### config.mk
export PLATFORM = sky130hd
export DESIGN_NAME = bit32_seq_div_flat
export DESIGN_NICKNAME = d
export VERILOG_FILES = /design/src/rtl/bit32_div_pkg.sv /design/src/rtl/bit32_seq_div_if.sv /design/src/rtl/bit32_negate.sv /design/src/rtl/bit32_not.sv /design/src/rtl/bit32_seq_div.sv /design/src/flat_wrapper.sv
export SDC_FILE = /design/constraint.sdc
export NUM_CORES = 1
export LEC_CHECK = 0
export ABC_AREA = 1
export BUFFER_PORTS_ARGS = -buffer_cell sky130_fd_sc_hd__buf_4
export CAP_MARGIN = 20
export CORE_ASPECT_RATIO = 1.2
export CORE_MARGIN = 2
export CORE_UTILIZATION = 45
export DETAILED_ROUTE_END_ITERATION = 10
export HOLD_SLACK_MARGIN = 0.05
export MAX_ROUTING_LAYER = met4
export SLEW_MARGIN = 20
export SYNTH_ARGS = -nofsm -noshare
export SYNTH_HDL_FRONTEND = slang
export SYNTH_SLANG_ARGS = --single-unit
### constraint.sdc
create_clock -name clk -period 7.3 [get_ports clk]
set_input_delay 0.73 -clock clk [delete_from_list [all_inputs] [get_ports clk]]
set_output_delay 0.73 -clock clk [all_outputs]
set_load 0.01 [all_outputs]
### src/rtl/bit32_div_pkg.sv
// Shared definitions for the sequential 32-bit MIPS divider.
package bit32_div_pkg;

    localparam int          WIDTH     = 32;
    localparam int          LAST_ITER = 31;
    localparam logic [31:0] DIVZERO_Q = 32'hFFFF_FFFF;

    typedef enum logic [1:0] {
        IDLE = 2'd0,
        LOAD = 2'd1,
        CALC = 2'd2,
        DONE = 2'd3
    } state_t;

endpackage

### src/rtl/bit32_seq_div_if.sv
// Launch/result bundle between the EX stage and the divider.
interface bit32_seq_div_if import bit32_div_pkg::*; ();

    logic             start;
    logic             is_signed;
    logic [WIDTH-1:0] dividend;
    logic [WIDTH-1:0] divisor;
    logic             ready;
    logic             busy;
    logic             done;
    logic [WIDTH-1:0] quotient;
    logic [WIDTH-1:0] remainder;
    logic             div_by_zero;

    modport master (
        output start, is_signed, dividend, divisor,
        input  ready, busy, done, quotient, remainder, div_by_zero
    );

    modport slave (
        input  start, is_signed, dividend, divisor,
        output ready, busy, done, quotient, remainder, div_by_zero
    );

endinterface

### src/rtl/bit32_negate.sv
// Two's-complement negation: inverter followed by an incrementer.
module bit32_negate (
    input  logic [31:0] a,
    output logic [31:0] y
);

    logic [31:0] a_inv;

    bit32_not u_not (
        .a (a),
        .y (a_inv)
    );

    assign y = a_inv + 32'd1;

endmodule

### src/rtl/bit32_not.sv
// Bitwise inverter shared with the ALU datapath.
module bit32_not (
    input  logic [31:0] a,
    output logic [31:0] y
);

    assign y = ~a;

endmodule

### src/rtl/bit32_seq_div.sv
// Restoring shift-subtract divider for DIV/DIVU: LO = quotient, HI = remainder.
// Fixed latency: LOAD (1) + CALC (32) + DONE (1) after the accepting edge.
module bit32_seq_div import bit32_div_pkg::*; #(
    parameter int WIDTH = bit32_div_pkg::WIDTH,
    parameter int CNT_W = 6
) (
    input  logic          clk,
    input  logic          rst_n,
    bit32_seq_div_if.slave bus
);

    state_t state, state_nxt;

    logic [CNT_W-1:0] cnt;
    logic             sign_q, sign_r, dbz;
    logic [WIDTH-1:0] dvd_raw, dvsr_mag, q_r, rem_r;
    logic [WIDTH-1:0] quotient_r, remainder_r;
    logic             div_by_zero_r;

    logic [WIDTH-1:0] dvd_neg, dvs_neg, dvd_mag, dvs_mag;
    logic [WIDTH-1:0] dvsr_inv, q_nxt, rem_nxt, q_neg, rem_neg;
    logic [WIDTH:0]   partial, trial;
    logic             accept, last_iter;

    // Operand magnitudes taken straight off the ports during LOAD
    bit32_negate u_neg_dvd (.a(bus.dividend), .y(dvd_neg));
    bit32_negate u_neg_dvs (.a(bus.divisor),  .y(dvs_neg));

    assign dvd_mag = (bus.is_signed && bus.dividend[WIDTH-1]) ? dvd_neg : bus.dividend;
    assign dvs_mag = (bus.is_signed && bus.divisor[WIDTH-1])  ? dvs_neg : bus.divisor;

    // Trial subtract: partial + ~divisor + 1. The partial remainder is
    // 33 bits because the bit shifted out of rem still counts; bit 32 of
    // the trial is then the borrow, so a clear bit means partial >= divisor.
    bit32_not u_not_dvs (.a(dvsr_mag), .y(dvsr_inv));

    assign partial   = {rem_r, q_r[WIDTH-1]};
    assign trial     = partial + {1'b1, dvsr_inv} + {{WIDTH{1'b0}}, 1'b1};
    assign accept    = ~trial[WIDTH];
    assign rem_nxt   = accept ? trial[WIDTH-1:0] : partial[WIDTH-1:0];
    assign q_nxt     = {q_r[WIDTH-2:0], accept};
    assign last_iter = (cnt == CNT_W'(LAST_ITER));

    // Sign fix-up works on the final iteration's values so results land
    // in the same edge that enters DONE
    bit32_negate u_neg_q (.a(q_nxt),   .y(q_neg));
    bit32_negate u_neg_r (.a(rem_nxt), .y(rem_neg));

    // State register
    always_ff @(posedge clk or negedge rst_n) begin
        if (!rst_n) state <= IDLE;
        else        state <= state_nxt;
    end

    // Next-state and status decode
    always_comb begin
        state_nxt = state;
        bus.ready = 1'b0;
        bus.busy  = 1'b0;
        bus.done  = 1'b0;
        case (state)
            IDLE: begin
                bus.ready = 1'b1;
                if (bus.start) state_nxt = LOAD;
            end
            LOAD: begin
                bus.busy  = 1'b1;
                state_nxt = CALC;
            end
            CALC: begin
                bus.busy = 1'b1;
                if (last_iter) state_nxt = DONE;
            end
            DONE: begin
                bus.ready = 1'b1;
                bus.done  = 1'b1;
                state_nxt = bus.start ? LOAD : IDLE;
            end
            default: state_nxt = IDLE;
        endcase
    end

    // Operand latch, iteration datapath and result registers
    always_ff @(posedge clk or negedge rst_n) begin
        if (!rst_n) begin
            cnt           <= '0;
            sign_q        <= 1'b0;
            sign_r        <= 1'b0;
            dbz           <= 1'b0;
            dvd_raw       <= '0;
            dvsr_mag      <= '0;
            q_r           <= '0;
            rem_r         <= '0;
            quotient_r    <= '0;
            remainder_r   <= '0;
            div_by_zero_r <= 1'b0;
        end else begin
            case (state)
                LOAD: begin
                    sign_q   <= bus.is_signed & (bus.dividend[WIDTH-1] ^ bus.divisor[WIDTH-1]);
                    sign_r   <= bus.is_signed & bus.dividend[WIDTH-1];
                    dbz      <= (bus.divisor == '0);
                    dvd_raw  <= bus.dividend;
                    dvsr_mag <= dvs_mag;
                    q_r      <= dvd_mag;
                    rem_r    <= '0;
                    cnt      <= '0;
                end
                CALC: begin
                    q_r   <= q_nxt;
                    rem_r <= rem_nxt;
                    cnt   <= cnt + 1'b1;
                    if (last_iter) begin
                        quotient_r    <= dbz ? DIVZERO_Q : (sign_q ? q_neg : q_nxt);
                        remainder_r   <= dbz ? dvd_raw   : (sign_r ? rem_neg : rem_nxt);
                        div_by_zero_r <= dbz;
                    end
                end
                default: ;
            endcase
        end
    end

    assign bus.quotient    = quotient_r;
    assign bus.remainder   = remainder_r;
    assign bus.div_by_zero = div_by_zero_r;

endmodule

### src/flat_wrapper.sv
// flat-port wrapper written by rule: the top's interface ports become plain ports
module bit32_seq_div_flat import bit32_div_pkg::*;
#(
    parameter int WIDTH = bit32_div_pkg::WIDTH,
    parameter int CNT_W = 6
)
  (clk, rst_n, bus_start, bus_is_signed, bus_dividend, bus_divisor, bus_ready, bus_busy, bus_done, bus_quotient, bus_remainder, bus_div_by_zero);
  bit32_seq_div_if bus_i ();
  input  logic clk;
  input  logic rst_n;
  input wire logic [$bits(bus_i.start)-1:0] bus_start;
  input wire logic [$bits(bus_i.is_signed)-1:0] bus_is_signed;
  input wire logic [$bits(bus_i.dividend)-1:0] bus_dividend;
  input wire logic [$bits(bus_i.divisor)-1:0] bus_divisor;
  output wire logic [$bits(bus_i.ready)-1:0] bus_ready;
  output wire logic [$bits(bus_i.busy)-1:0] bus_busy;
  output wire logic [$bits(bus_i.done)-1:0] bus_done;
  output wire logic [$bits(bus_i.quotient)-1:0] bus_quotient;
  output wire logic [$bits(bus_i.remainder)-1:0] bus_remainder;
  output wire logic [$bits(bus_i.div_by_zero)-1:0] bus_div_by_zero;
  assign bus_i.start = bus_start;
  assign bus_i.is_signed = bus_is_signed;
  assign bus_i.dividend = bus_dividend;
  assign bus_i.divisor = bus_divisor;
  assign bus_ready = bus_i.ready;
  assign bus_busy = bus_i.busy;
  assign bus_done = bus_i.done;
  assign bus_quotient = bus_i.quotient;
  assign bus_remainder = bus_i.remainder;
  assign bus_div_by_zero = bus_i.div_by_zero;
  bit32_seq_div #(.WIDTH(WIDTH), .CNT_W(CNT_W)) u_core (.clk(clk), .rst_n(rst_n), .bus(bus_i));
endmodule
==> results of run 1 <==
final timing paths:
path	end	depth (start not counted)	slack, ns
worst max-delay path	u_core.bus.quotient[30]	29	2.81
worst min-delay path	u_core.bus.quotient[2]	1	0.24
worst max register to register	u_core.bus.quotient[30]	29	2.81
worst min register to register	u_core.dvd_raw[5]	2	0.48
max in group asynchronous	u_core.dvsr_mag[15]	2	5.99
min in group clk	u_core.dvd_raw[30]	3	0.42
state kept, by name, summed over array words and instances (netlist names):
register and count:
u_core.q_r 32, u_core.dvd_raw 32, u_core.dvsr_mag 32, u_core.rem_r 32, u_core.bus.quotient 32, u_core.cnt 6, u_core.state 2, u_core.dbz 1
u_core.bus.div_by_zero 1, u_core.sign_q 1, u_core.sign_r 1, u_core.bus.remainder 32
area by class of cell:
class	instances	area [um2]	area share [%]
inverters	285	1070	6.53
flip-flops and latches	204	5100	31.1
well taps	401	502	3.06
clock inverters	10	131	0.802
multi-input cells	1493	7690	46.9
repair buffers	150	1140	6.99
clock buffers	35	743	4.54
metal layers:
metal	global-route usage, %	wire (um)
met4	11.5	2010
met3	3.50	2120
met1	34.0	19300
met5	-	0
met2	47.6	21600
kinds of logic (layout without fill, tap and decap cells):
kind of cell             Yosys count  after routing  synth area share [%]
adder cells (fa/ha/maj)           43             43                  3.85
AND/OR/NAND/NOR                 1005           1005                  29.7
AO/OA/AOI/OAI                    348            348                  14.6
flip-flops                       204            204                  36.0
buffers and inverters            356            480                  9.79
XOR/XNOR                          97             97                  5.99
Yosys cell counts (all sizes together):
library cell / n / area (um2)
dfrtp: 204 / 5100
or2: 8 / 50.1
nor3: 36 / 191
ha: 42 / 526
o22a: 13 / 114
nand3: 108 / 566
nand2: 650 / 2510
a2bb2oi: 2 / 17.5
clkinv: 4 / 15.0
xor2: 68 / 596
a21oi: 93 / 488
and2: 3 / 18.8
nor4: 9 / 56.3
o21bai: 4 / 30.0
inv: 281 / 1050
o211ai: 4 / 30.0
o21a: 4 / 30.0
xnor2: 29 / 254
nand3b: 5 / 37.5
nor3b: 2 / 15.0
a31oi: 3 / 18.8
clkbuf: 55 / 206
buf: 16 / 111
or4: 1 / 7.51
o41ai: 1 / 8.76
o31ai: 6 / 50.1
fa: 1 / 20.0
o32a: 1 / 10.0
a21boi: 1 / 7.51
o22ai: 35 / 219
nand4: 18 / 113
o221ai: 32 / 280
nor2: 165 / 649
a21o: 2 / 15.0
o21ai: 147 / 754
per-stage QoR:
step	setup WS, ns	cell area [um2]
2_1_floorplan	3.26	14200
3_3_place_gp	2.98	15500
3_5_place_dp	2.88	15500
4_1_cts	2.85	16400
5_1_grt	2.20	16400
6_report	2.81	16400
placed cells by master, fill, tap and decap left out, drive strengths merged:
cell type,instances
a21boi,1
inv,283
o221ai,32
nand2,650
buf,149
xor2,68
o21ai,147
clkinvlp,1
clkbuf,36
nand3b,5
and2,3
a31oi,3
nand3,108
o41ai,1
nor2,165
nand4,18
o31ai,6
dfrtp,204
o22a,13
fa,1
bufinv,3
nor3,36
a21oi,93
or2,8
a21o,2
a2bb2oi,2
clkinv,8
nor3b,2
o32a,1
nor4,9
o21a,4
ha,42
xnor2,29
o211ai,4
or4,1
o22ai,35
o21bai,4
==> results.md, run 1 <==
- The flow ran to the end, and the final reports show no timing, DRC or antenna violations.
- The area of the die is 0.0329 mm2.
- The post-synthesis to final-layout area growth is 15.6%.
- The largest individual stage delay along the critical path comes from the cell sky130_fd_sc_hd__fa_1.
- The worst setup path is captured at a flop.
- The net count reported at finish is 2270.
- The repair_antennas step left the layout with diodes totalling 0.
- The I/O pin count is 136.
- The final-report hold violation count is 0.
- The final global-route overflow total is 0.
- The number of post-CTS setup repair buffers is 0.
- The clock sink total is 204.
- Setup violations remaining at the end of the flow were counted as 0.
- The post-detailed-route via-to-cell ratio is 5.26.
- The nature of the critical path startpoint is a flop.
- The worst setup path is of the reg2reg kind.
- The root cell of the clock tree is sky130_fd_sc_hd__clkbuf_16.
- In the routed design, unresolved DRC markers number 0.
- The via count of the first global-routing pass is 13300.
- The fraction of the cycle the final worst path needs is 61.5%.
- The maximum net fanout on the critical path is 5.
- The port buffer count is 135.
- The maximum operating frequency is 223 MHz.
- Setup repair after global routing left no endpoint under its margin.
- Once detail routing completed, the nets flagged for antenna violations numbered 0.
- Final hold analysis gives a worst-case slack of 0.236 ns.
- The maximum single-stage delay on the critical path is 0.41 ns.
- The total vias in the final route is 13600.
- The HPWL after detailed placement is 34000 um.
- The routed design could run at a clock period as short as 4.49 ns.
- Synthesis produced a netlist whose cell count is 2053.
- In this run the horizontal extent of the chip is 166 um.
- The post-layout utilization of the core is 52.6%.
- The congestion estimate from routability-driven global placement came to 0.955.
- The slew of the pin with the lowest slew margin is 1.00 ns.
- The number of non-filler instances in the completed layout is 2578.
- The cell total after placement is 2533.
- For the worst setup path, the data required time is 7.72 ns.
- The layout filler cell count is 3117.
- The total number of H-tree levels is 1.
- In the final routed layout, each cell accounts on average for 17.5 um.
- Buffers inserted during clock tree synthesis total 25.
- The all-layer global routing usage is 28.0%.
- The total nets after synthesis is 2164.
- The family with the most delay on the worst path is simple AND/OR/NAND/NOR gates.
- Headroom to the max-slew limit came out at 33.1%.
- The number of warnings issued by yosys is 0.
- The number of DRC violations after detailed-routing iteration 0 is 910.
- The insertion delay of the later-clocked pin in the worst-skew pair is 0.54 ns.
- The first-pass iteration count of the detailed router is 5.
- The initial antenna violation count is 0.
- The synthesis-stage register bit count is 204.
- The timing startpoint of the critical path is u_core.q_r[31].
- For this configuration, the core starts out at a cell density of 45.5%.
- The total core area is 0.0312 mm2.
- The height of the chip is 198 um.
- The tightest min-delay check is of the in2async type.
- The largest net degree at the start of global routing is 108.
- The reg-to-reg critical path startpoint is u_core.q_r[31].
- The clock transition at the registers of the reported paths is 0.06 ns.
- Data arrives at the worst endpoint at 4.90 ns.
- The tool flagged a number of max-cap violations equal to 0.
- The post-CTS resize count is 0.
- The clock skew is 0.00913 ns.
- The post-synthesis cell area is 0.0142 mm2.
- A synthesized cell averages 6.90 um2.
- For this design, the CTS-stage hold fixing added 0 buffers.
- TritonCTS built the clock tree.
- The synthesized netlist contains 51 unique library cells.
- In the final layout, the share of cells above drive strength 1 is 11.9%.
- The first global-routing pass estimated 71400 um of wire.
- Setup total negative slack on the finished layout was measured at 0 ns.
- The count of standard-cell rows is 71.
- The wire length after detailed routing is 45000 um.
- The max-slew violation count is 0.
- Sequential elements use 36.0% of the synthesized area.
- The longest clock path from root to sink contains 3 buffers.
- The worst path buffer plus inverter count is 4.
Power of run 1 is not shown: default switching activity piles up to over one toggle a cycle in this logic, so the estimate is an artifact.
==> run 2: changes to the inputs <==
Settings changed: ABC_AREA 1 to 0, PLACE_DENSITY from default to 0.66.
Clock period 7.3 ns to 4 ns, I/O delays scaled along.
==> run 2 against run 1 <==
Fmax up 16%. Register-to-register slack worse by 2.7 ns. Utilization up 3.4 points. Cell area increased by 1.3%. Non-clock buffer count grew 76. Synthesized area down 4.0%. Highest routed layer unchanged.
==> results.md, run 2 <==
- The total nets after synthesis came to 1668 (-23%).
- The portion of synthesized cell area occupied by the leading cell type is 37.5% (+1.5 points).
- The total of endpoints with negative setup slack in the final report was 0 (unchanged).
- The commonest cells after synthesis are sky130_fd_sc_hd__dfrtp_1, sky130_fd_sc_hd__nand2_1, sky130_fd_sc_hd__a21oi_1, sky130_fd_sc_hd__nor2_1, sky130_fd_sc_hd__o21ai_0.
- Setup repair after global routing could not meet its margin everywhere.
- The sequential fraction of design power is 32.9%.
- The worst slew margin relative to its limit came to 24.6% (-8.5 points).
- Overall power consumption after layout is estimated at 9.51 mW.
- The initial core utilization is 45.8% (+0.37 points).
- The post-detailed-route via-to-cell ratio is 5.62 (+6.9%).
- The library cells used most frequently in the layout, excluding fill and tap cells, are sky130_fd_sc_hd__buf_4, sky130_fd_sc_hd__dfrtp_1, sky130_fd_sc_hd__nand2_1.
- The worst path arrival time was 4.25 ns (-0.65 ns).
- The post-synthesis to final-layout area growth is 22.0%.
- The count of mapped cells out of synthesis is 1557 (-24%).
- The slew of the pin with the lowest slew margin is 1.13 ns (+0.129 ns).
- The total vias in the final route was 12000 (-12%).
- The number of DRC violations after detailed routing is 0 (unchanged).
- The analysis attributes to cell leakage a power of 7.22 nW.
- The worst hold path was traced through 2 stages.
- The synthesis-stage register bit count is 204 (unchanged).
- The worst hold-check path type is in2reg.
- The port buffer count is 135 (unchanged).
- The via count of the first global-routing pass is 11700 (-12%).
- The cell sitting at the root of the clock tree is a sky130_fd_sc_hd__clkbuf_16.
- The antenna violation net count after detailed routing is 0 (unchanged).
- The fraction of the cycle the final worst path needs came to 97.0% (+36 points).
- The cell total after placement is 2077 (-18%).
- STA classifies the critical path endpoint as a flop.
- The number of warnings issued by yosys is 0 (unchanged).
- For this design the total switching power over the nets is 3.87 mW.
- The number of diodes added for antenna fixing came to 0 (unchanged).
- The maximum operating frequency is 258 MHz (+16%).
- The library cell occupying the most area in the post-synthesis netlist is sky130_fd_sc_hd__dfrtp_1.
- The total core area is 0.0297 mm2 (-4.8%).
- The wire length of the first global-routing pass is 61600 um (-14%).
- Among all flip-flop cells after synthesis, the most frequent one is sky130_fd_sc_hd__dfrtp_1.
- The worst setup path is of the reg2reg kind.
- The proportion of total power due to net switching is 40.7%.
- The routed wire length per instance is 18.1 um (+3.3%).
- The number of non-filler instances in the completed layout is 2132 (-17%).
- The power density relative to cell area is 573 mW/mm2.
- The net count reported at finish is 1837 (-19%).
- The all-layer global routing usage is 24.6% (-3.4 points).
- The maximum net fanout on the critical path is 5 (unchanged).
- The insertion delay of the later-clocked pin in the worst-skew pair is 0.52 ns (-0.02 ns).
- The worst setup path is launched from a flop.
- The post-synthesis cell area came to 0.0136 mm2 (-4.0%).
- Leaving out fill and tap cells, the most frequent cell in the layout is sky130_fd_sc_hd__buf_4.
- The wire length after detailed routing is 38500 um (-15%).
- The number of DRC violations after detailed-routing iteration 0 came to 801 (-12%).
- The time the worst path needs with I/O delays and setup is 3.88 ns (-0.609 ns).
- The total number of H-tree levels came to 1 (unchanged).
- The largest net degree at the start of global routing is 79 (-27%).
- The clock sink total is 204 (unchanged).
- The worst hold margin came to 0.146 ns (-0.0898 ns).
- The area occupied by registers is 0.00511 mm2 (about the same).
- The flow ran to the end, and the final reports show no timing, DRC or antenna violations.
- The number of max-cap violations is 0 (unchanged).
- The depth of the worst register-to-register path is 17 (-41%).
- The peak ir drop on the vdd network is 0.432 mV.
- The height of the chip is 195 um (-2.0%).
- The footprint of the multi-input gates is 0.00827 mm2 (+7.5%).
- The number of buffers on the longest clock path is 3 (unchanged).
- The final weighted congestion in routability-driven placement is 0.961 (+0.71%).
- The I/O pin count is 136 (unchanged).
- The most frequently used cell type in the post-synthesis netlist is sky130_fd_sc_hd__dfrtp_1.
- The max-slew violation count is 0 (unchanged).
- The number of distinct library cell variants in the gate-level netlist after synthesis is 80 (+57%).
- The final global-route overflow total came to 0 (unchanged).
- The area of the die is 0.0317 mm2 (-3.9%).
- The internal portion of total power is 5.64 mW.
- The die outline width is 163 um (-2.0%).
- TritonCTS built the clock tree.
- The first-pass iteration count of the detailed router is 5 (unchanged).
- The clock transition at the registers of the reported paths is 0.07 ns (about the same).
- The final-report hold violation count came to 0 (unchanged).
- The number of buffers created by CTS is 23 (-8.0%).
- The layout filler cell count came to 2744 (-12%).
- The half-perimeter wire length after detailed placement came to 28800 um (-15%).
- The number of synthesized flops with an enable pin was 0 (unchanged).
- The required time of the critical path is 4.37 ns (-3.35 ns).
- The part of the Yosys area used for sequential elements is 37.5% (+1.5 points).
- The clock network burns 21.7% of the power.
- The count of standard-cell rows is 69 (-2.8%).
- The initial antenna violation count is 0 (unchanged).
- The clock skew is 0.0179 ns (+0.00882 ns).
- The fraction of final layout cells sized beyond drive strength 1 is 23.8% (+12 points).
- The async set or reset register ratio after synthesis is 100% (unchanged).
- The mean area per synthesized cell is 8.74 um2 (+27%).
- Combinational logic is responsible for 45.4% of the overall power.
- Yosys attributes the largest share of cell area to sky130_fd_sc_hd__dfrtp_1, sky130_fd_sc_hd__a21oi_1, sky130_fd_sc_hd__mux2_2.
- The final total negative setup slack came to 0 ns (unchanged).
run 2: per-stage QoR:
| stage | cell area (um2) | setup WS, ns | util, % |
|---|---|---|---|
| 6_report | 16600 | 0.119 | 55.9 |
| 3_5_place_dp | 15500 | 0.000807 | 52.1 |
| 5_1_grt | 16600 | -0.0222 | 55.9 |
| 4_1_cts | 16200 | 0.0385 | 54.7 |
| 3_3_place_gp | 15500 | 0.0815 | 52.1 |
| 2_1_floorplan | 13700 | -0.104 | - |
run 2: logic make-up after synthesis:
family / Yosys count / synth area share (%)
and+or+nand+nor: 477 / 16.5
AOI/OAI and AO/OA: 451 / 21.0
muxes: 97 / 7.73
xor gates and xnor gates: 141 / 9.07
buffers and inverters: 144 / 4.20
DFF: 204 / 37.5
adders and majority gates: 43 / 4.01
run 2: path summary, 6_finish.rpt:
path / start / endpoint / slack [ns]
worst max register to register: u_core.rem_r[2] / u_core.bus.quotient[18] / 0.12
max in group asynchronous: rst_n / u_core.dvd_raw[27] / 2.53
min in group asynchronous: rst_n / u_core.state[1] / 0.49
worst min-delay path: bus_dividend[9] / u_core.dvd_raw[9] / 0.15
worst min register to register: u_core.bus.remainder[1] / u_core.bus.remainder[1] / 0.48
worst max-delay path: u_core.rem_r[2] / u_core.bus.quotient[18] / 0.12
run 2: power by group through the flow:
stage,Clock [mW],Combinational [mW],Sequential (mW)
after floorplan,0,3.08,2.96
after global placement,0,4.06,3.11
after detailed placement,0,4.13,3.13
after CTS,2.11,4.15,3.10
after global routing,2.20,4.78,3.21
final,2.07,4.32,3.13
run 2: timing repair:
action / 4_1_cts / 5_1_grt
hold buffers: 1 / 0
buffers inserted: 0 / 12
gates resized for setup: 1 / 48
endpoints found under the setup margin: 1 / 17
gates cloned: 0 / 1
pin swaps: 0 / 17
endpoints found under the hold margin: 75 / 0
run 2: area by class of cell:
type	instances	share of cell area, %
Clock buffer	25	3.63
Clock inverter	16	0.799
Inverter	62	1.42
Multi-Input combinational cell	1209	49.8
Sequential cell	204	30.8
Tap cell	390	2.94
Timing Repair Buffer	226	10.7
run 2: worst max-delay path, cell delays in order (launching register included):
cell and delay [ns]:
sky130_fd_sc_hd__dfrtp_1 0.40, sky130_fd_sc_hd__ha_4 0.26, sky130_fd_sc_hd__o211ai_1 0.30, sky130_fd_sc_hd__a21oi_4 0.08, sky130_fd_sc_hd__o21a_4 0.23, sky130_fd_sc_hd__o211a_4 0.24, sky130_fd_sc_hd__o31ai_4 0.30, sky130_fd_sc_hd__nand2_4 0.14
sky130_fd_sc_hd__inv_4 0.09, sky130_fd_sc_hd__ha_4 0.13, sky130_fd_sc_hd__nand2_4 0.04, sky130_fd_sc_hd__or4_4 0.42, sky130_fd_sc_hd__or2_4 0.31, sky130_fd_sc_hd__buf_6 0.13, sky130_fd_sc_hd__o41ai_4 0.24, sky130_fd_sc_hd__o21ai_1 0.13
sky130_fd_sc_hd__xnor2_1 0.20, sky130_fd_sc_hd__a21oi_1 0.08
run 2: per-layer routing:
metal / routed length, um / global-route usage, % / share of wire, %
met1: 17000 / 31.9 / 44
met2: 18500 / 41.1 / 48
met3: 1920 / 2.88 / 5.0
met4: 1030 / 6.13 / 2.7
met5: 0 / - / 0
No activity file was read; power rests on OpenSTA's default activity.
==> run 3: changes to the inputs <==
Settings changed: CORE_UTILIZATION 45 to 40, PLACE_DENSITY 0.66 to default.
==> run 3 against run 2 <==
Worst setup slack improved by 0.030 ns. Flip-flop and latch count unchanged. Sequential share of layout area about the same. Cell area about the same. Critical path depth increased by 1. Utilization decreased by 6.8 points. Clock skew decreased by 0.0048 ns. Hold slack about the same. Sequential power about the same. Via count increased by 0.64%. Total power increased by 2.6%. Non-clock buffer count decreased by 8. Critical path type unchanged. Largest power group unchanged.
==> results.md, run 3 (same netlist as run 2, synthesis figures left out) <==
- The flow ran to the end, and the final reports show no timing, DRC or antenna violations.
- The insertion delay of the later-clocked pin in the worst-skew pair is 0.52 ns (about the same).
- The routed wire length per instance came to 18.0 um (about the same).
- The signal on the critical path passes through ha_2 -> a21oi_1 -> nand2_1 -> o21ai_1 -> a31oi_2 -> o31ai_4 -> nand2_4 -> inv_4 -> ha_4 -> nand2_2 -> or4_4 -> or2_4 -> nor2_1 -> nand2_2 -> o31ai_4 -> nand2_1 -> xnor2_2 -> a21oi_1.
- The total net switching power is 3.88 mW (+0.34%).
- The required time of the critical path is 4.39 ns (+0.02 ns).
- The area of the die is 0.0355 mm2 (+12%).
- The number of DRC violations after detailed routing is 0 (unchanged).
- The number of diodes added for antenna fixing was 0 (unchanged).
- The total number of H-tree levels is 1 (unchanged).
- The number of max-cap violations was 0 (unchanged).
- The via count of the first global-routing pass is 11900 (+2.0%).
- The worst slew margin relative to its limit is 21.7% (-2.9 points).
- The worst path arrival time is 4.24 ns (about the same).
- The count of standard-cell rows came to 74 (+7.2%).
- The number of buffers created by CTS came to 24 (+4.3%).
- The endpoint kind of the worst setup timing path is a flop.
- The initial core utilization is 40.3% (-5.6 points).
- The TritonCTS clock tree is built.
- The all-layer global routing usage was 22.9% (-1.7 points).
- The total of endpoints with negative setup slack in the final report is 0 (unchanged).
- The power share of the combinational group is 44.5% (-0.9 points).
- The nature of the critical path startpoint is a flop.
- The slew of the pin with the lowest slew margin is 1.17 ns (+0.0438 ns).
- The maximum net fanout on the critical path is 9 (+4).
- The number of buffers on the longest clock path is 3 (unchanged).
- The final global-route overflow total is 0 (unchanged).
- The total vias in the final route is 12100 (+0.64%).
- The share of power burned in the clock network was 23.6% (+1.9 points).
- The critical path is of the reg2reg type.
- The power density relative to cell area is 588 mW/mm2 (+2.7%).
- The sequential fraction of design power is 31.9% (-1.0 points).
- The maximum single-stage delay on the critical path is 0.43 ns (about the same).
- The clock sink total is 204 (unchanged).
- The die outline width came to 172 um (+5.9%).
- The number of post-CTS setup repair buffers is 0 (unchanged).
- Among all stages on the critical path, the largest delay is contributed by sky130_fd_sc_hd__dfrtp_1.
- The fraction of the cycle the final worst path needs is 96.3% (-0.74 points).
- The total core area was 0.0338 mm2 (+14%).
- The post-detailed-route via-to-cell ratio is 5.50 (-2.1%).
- The final total power was 9.76 mW (+2.6%).
- The final weighted congestion in routability-driven placement is 0.895 (-6.9%).
- The post-synthesis to final-layout area growth was 22.0% (about the same).
- Leaving out fill and tap cells, the most frequent cell in the layout is sky130_fd_sc_hd__buf_4.
- The max-slew violation count is 0 (unchanged).
- The largest net degree at the start of global routing is 107 (+35%).
- The clock skew came to 0.0131 ns (-0.00484 ns).
- The number of DRC violations after detailed-routing iteration 0 is 888 (+11%).
- The antenna violation net count after detailed routing is 0 (unchanged).
- The library cells used most frequently in the layout, excluding fill and tap cells, are sky130_fd_sc_hd__buf_4, sky130_fd_sc_hd__dfrtp_1, sky130_fd_sc_hd__nand2_1.
- The port buffer count is 135 (unchanged).
- The maximum operating frequency is 260 MHz (+0.77%).
- The wire length after detailed routing is 39600 um (+2.8%).
- The half-perimeter wire length after detailed placement came to 29800 um (+3.4%).
- The internal portion of total power is 5.88 mW (+4.2%).
- The worst path buffer plus inverter count came to 1 (-1).
- The fraction of final layout cells sized beyond drive strength 1 came to 22.6% (-1.2 points).
- The path class of the tightest hold or removal check is in2reg.
- The time the worst path needs with I/O delays and setup came to 3.85 ns (-0.0297 ns).
- The wire length of the first global-routing pass is 63300 um (+2.7%).
- The standby leakage power was 7.23 nW (about the same).
- The initial antenna violation count is 0 (unchanged).
- The final total negative setup slack is 0 ns (unchanged).
- The family with the most delay on the worst path is simple AND/OR/NAND/NOR gates.
- The clock transition at the registers of the reported paths is 0.06 ns (about the same).
- The height of the chip is 206 um (+5.9%).
- The I/O pin count came to 136 (unchanged).
- The first-pass iteration count of the detailed router is 7 (+2).
- Setup repair after global routing could not meet its margin everywhere.
- The final-report hold violation count is 0 (unchanged).
- The proportion of total power due to net switching is 39.8% (-0.90 points).
- The peak ir drop on the vdd network is 0.331 mV (-23%).
- The root cell of the clock tree is sky130_fd_sc_hd__clkbuf_16.
- The layout filler cell count is 3283 (+20%).
- The net count reported at finish was 1830 (-0.38%).
## run 3: changes by cell type in the layout (fill, tap and decap cells not counted), sizes merged
cell	delta
buf	-7
bufinv	+2
clkbuf	+8
clkinv	-3
clkinvlp	-5
inv	-1
## run 3: layout make-up
class	count	area (um2)	share of cell area, %
clock buffers	34	689	4.15
clock inverters	9	128	0.769
inverters	62	235	1.42
multi-input cells	1209	8180	49.3
flip-flops and latches	204	5110	30.8
well taps	456	571	3.44
repair buffers	218	1700	10.2
## run 3: layer usage
| layer | up-vias | global-route usage (%) | routed length (um) |
|---|---|---|---|
| met5 | - | - | 0 |
| met3 | 71 | 2.07 | 1730 |
| met1 | 5742 | 30.3 | 18100 |
| li1 | 5914 | - | - |
| met4 | 0 | 6.81 | 1120 |
| met2 | 333 | 37.5 | 18600 |
## run 3: worst paths after layout
| path | from | endpoint | slack (ns) | cells after the start |
|---|---|---|---|---|
| min in group asynchronous | rst_n | u_core.cnt[4] | 0.52 | 2 |
| hold / removal | bus_dividend[29] | u_core.dvd_raw[29] | 0.15 | 2 |
| hold reg to reg | u_core.bus.div_by_zero | u_core.bus.div_by_zero | 0.48 | 2 |
| max in group asynchronous | rst_n | u_core.bus.quotient[3] | 2.55 | 3 |
| setup reg to reg | u_core.rem_r[20] | u_core.bus.quotient[30] | 0.15 | 18 |
| setup / recovery | u_core.rem_r[20] | u_core.bus.quotient[30] | 0.15 | 18 |
## run 3: what timing repair did
action / in CTS / in global routing
resized for setup: 0 / 26
setup endpoints to repair: 0 / 21
endpoints found under the hold margin: 18 / 0
hold buffers: 1 / 0
## run 3: power groups by stage
stage	registers [mW]	clock network [mW]	logic, mW
floorplan	2.96	0	3.08
detailed placement	3.13	0	4.23
global route	3.19	2.44	4.82
finish	3.11	2.30	4.34
CTS	3.10	2.35	4.26
global placement	3.11	0	4.19
## run 3: worst reg2reg max path, cell delays in order (launching register included)
cell	delay [ns]
sky130_fd_sc_hd__dfrtp_1	0.43
sky130_fd_sc_hd__ha_2	0.36
sky130_fd_sc_hd__a21oi_1	0.21
sky130_fd_sc_hd__nand2_1	0.08
sky130_fd_sc_hd__o21ai_1	0.23
sky130_fd_sc_hd__a31oi_2	0.20
sky130_fd_sc_hd__o31ai_4	0.33
sky130_fd_sc_hd__nand2_4	0.11
sky130_fd_sc_hd__inv_4	0.09
sky130_fd_sc_hd__ha_4	0.13
sky130_fd_sc_hd__nand2_2	0.06
sky130_fd_sc_hd__or4_4	0.42
sky130_fd_sc_hd__or2_4	0.26
sky130_fd_sc_hd__nor2_1	0.11
sky130_fd_sc_hd__nand2_2	0.12
sky130_fd_sc_hd__o31ai_4	0.22
sky130_fd_sc_hd__nand2_1	0.12
sky130_fd_sc_hd__xnor2_2	0.16
sky130_fd_sc_hd__a21oi_1	0.08
## run 3: per-stage QoR
| step | utilization [%] | cell area (um2) | hold WS (ns) | instances | worst slack, ns |
|---|---|---|---|---|---|
| after floorplan | - | 13700 | 0.104 | 1557 | -0.104 |
| after global routing | 49.1 | 16600 | 0.136 | 2192 | -0.0471 |
| after detailed placement | 46.2 | 15600 | 0.473 | 2148 | 0.0400 |
| final | 49.1 | 16600 | 0.146 | 2192 | 0.149 |
| after global placement | 46.2 | 15600 | 0.467 | 2148 | 0.124 |
| after CTS | 48.7 | 16400 | 0.126 | 2192 | 0.0200 |
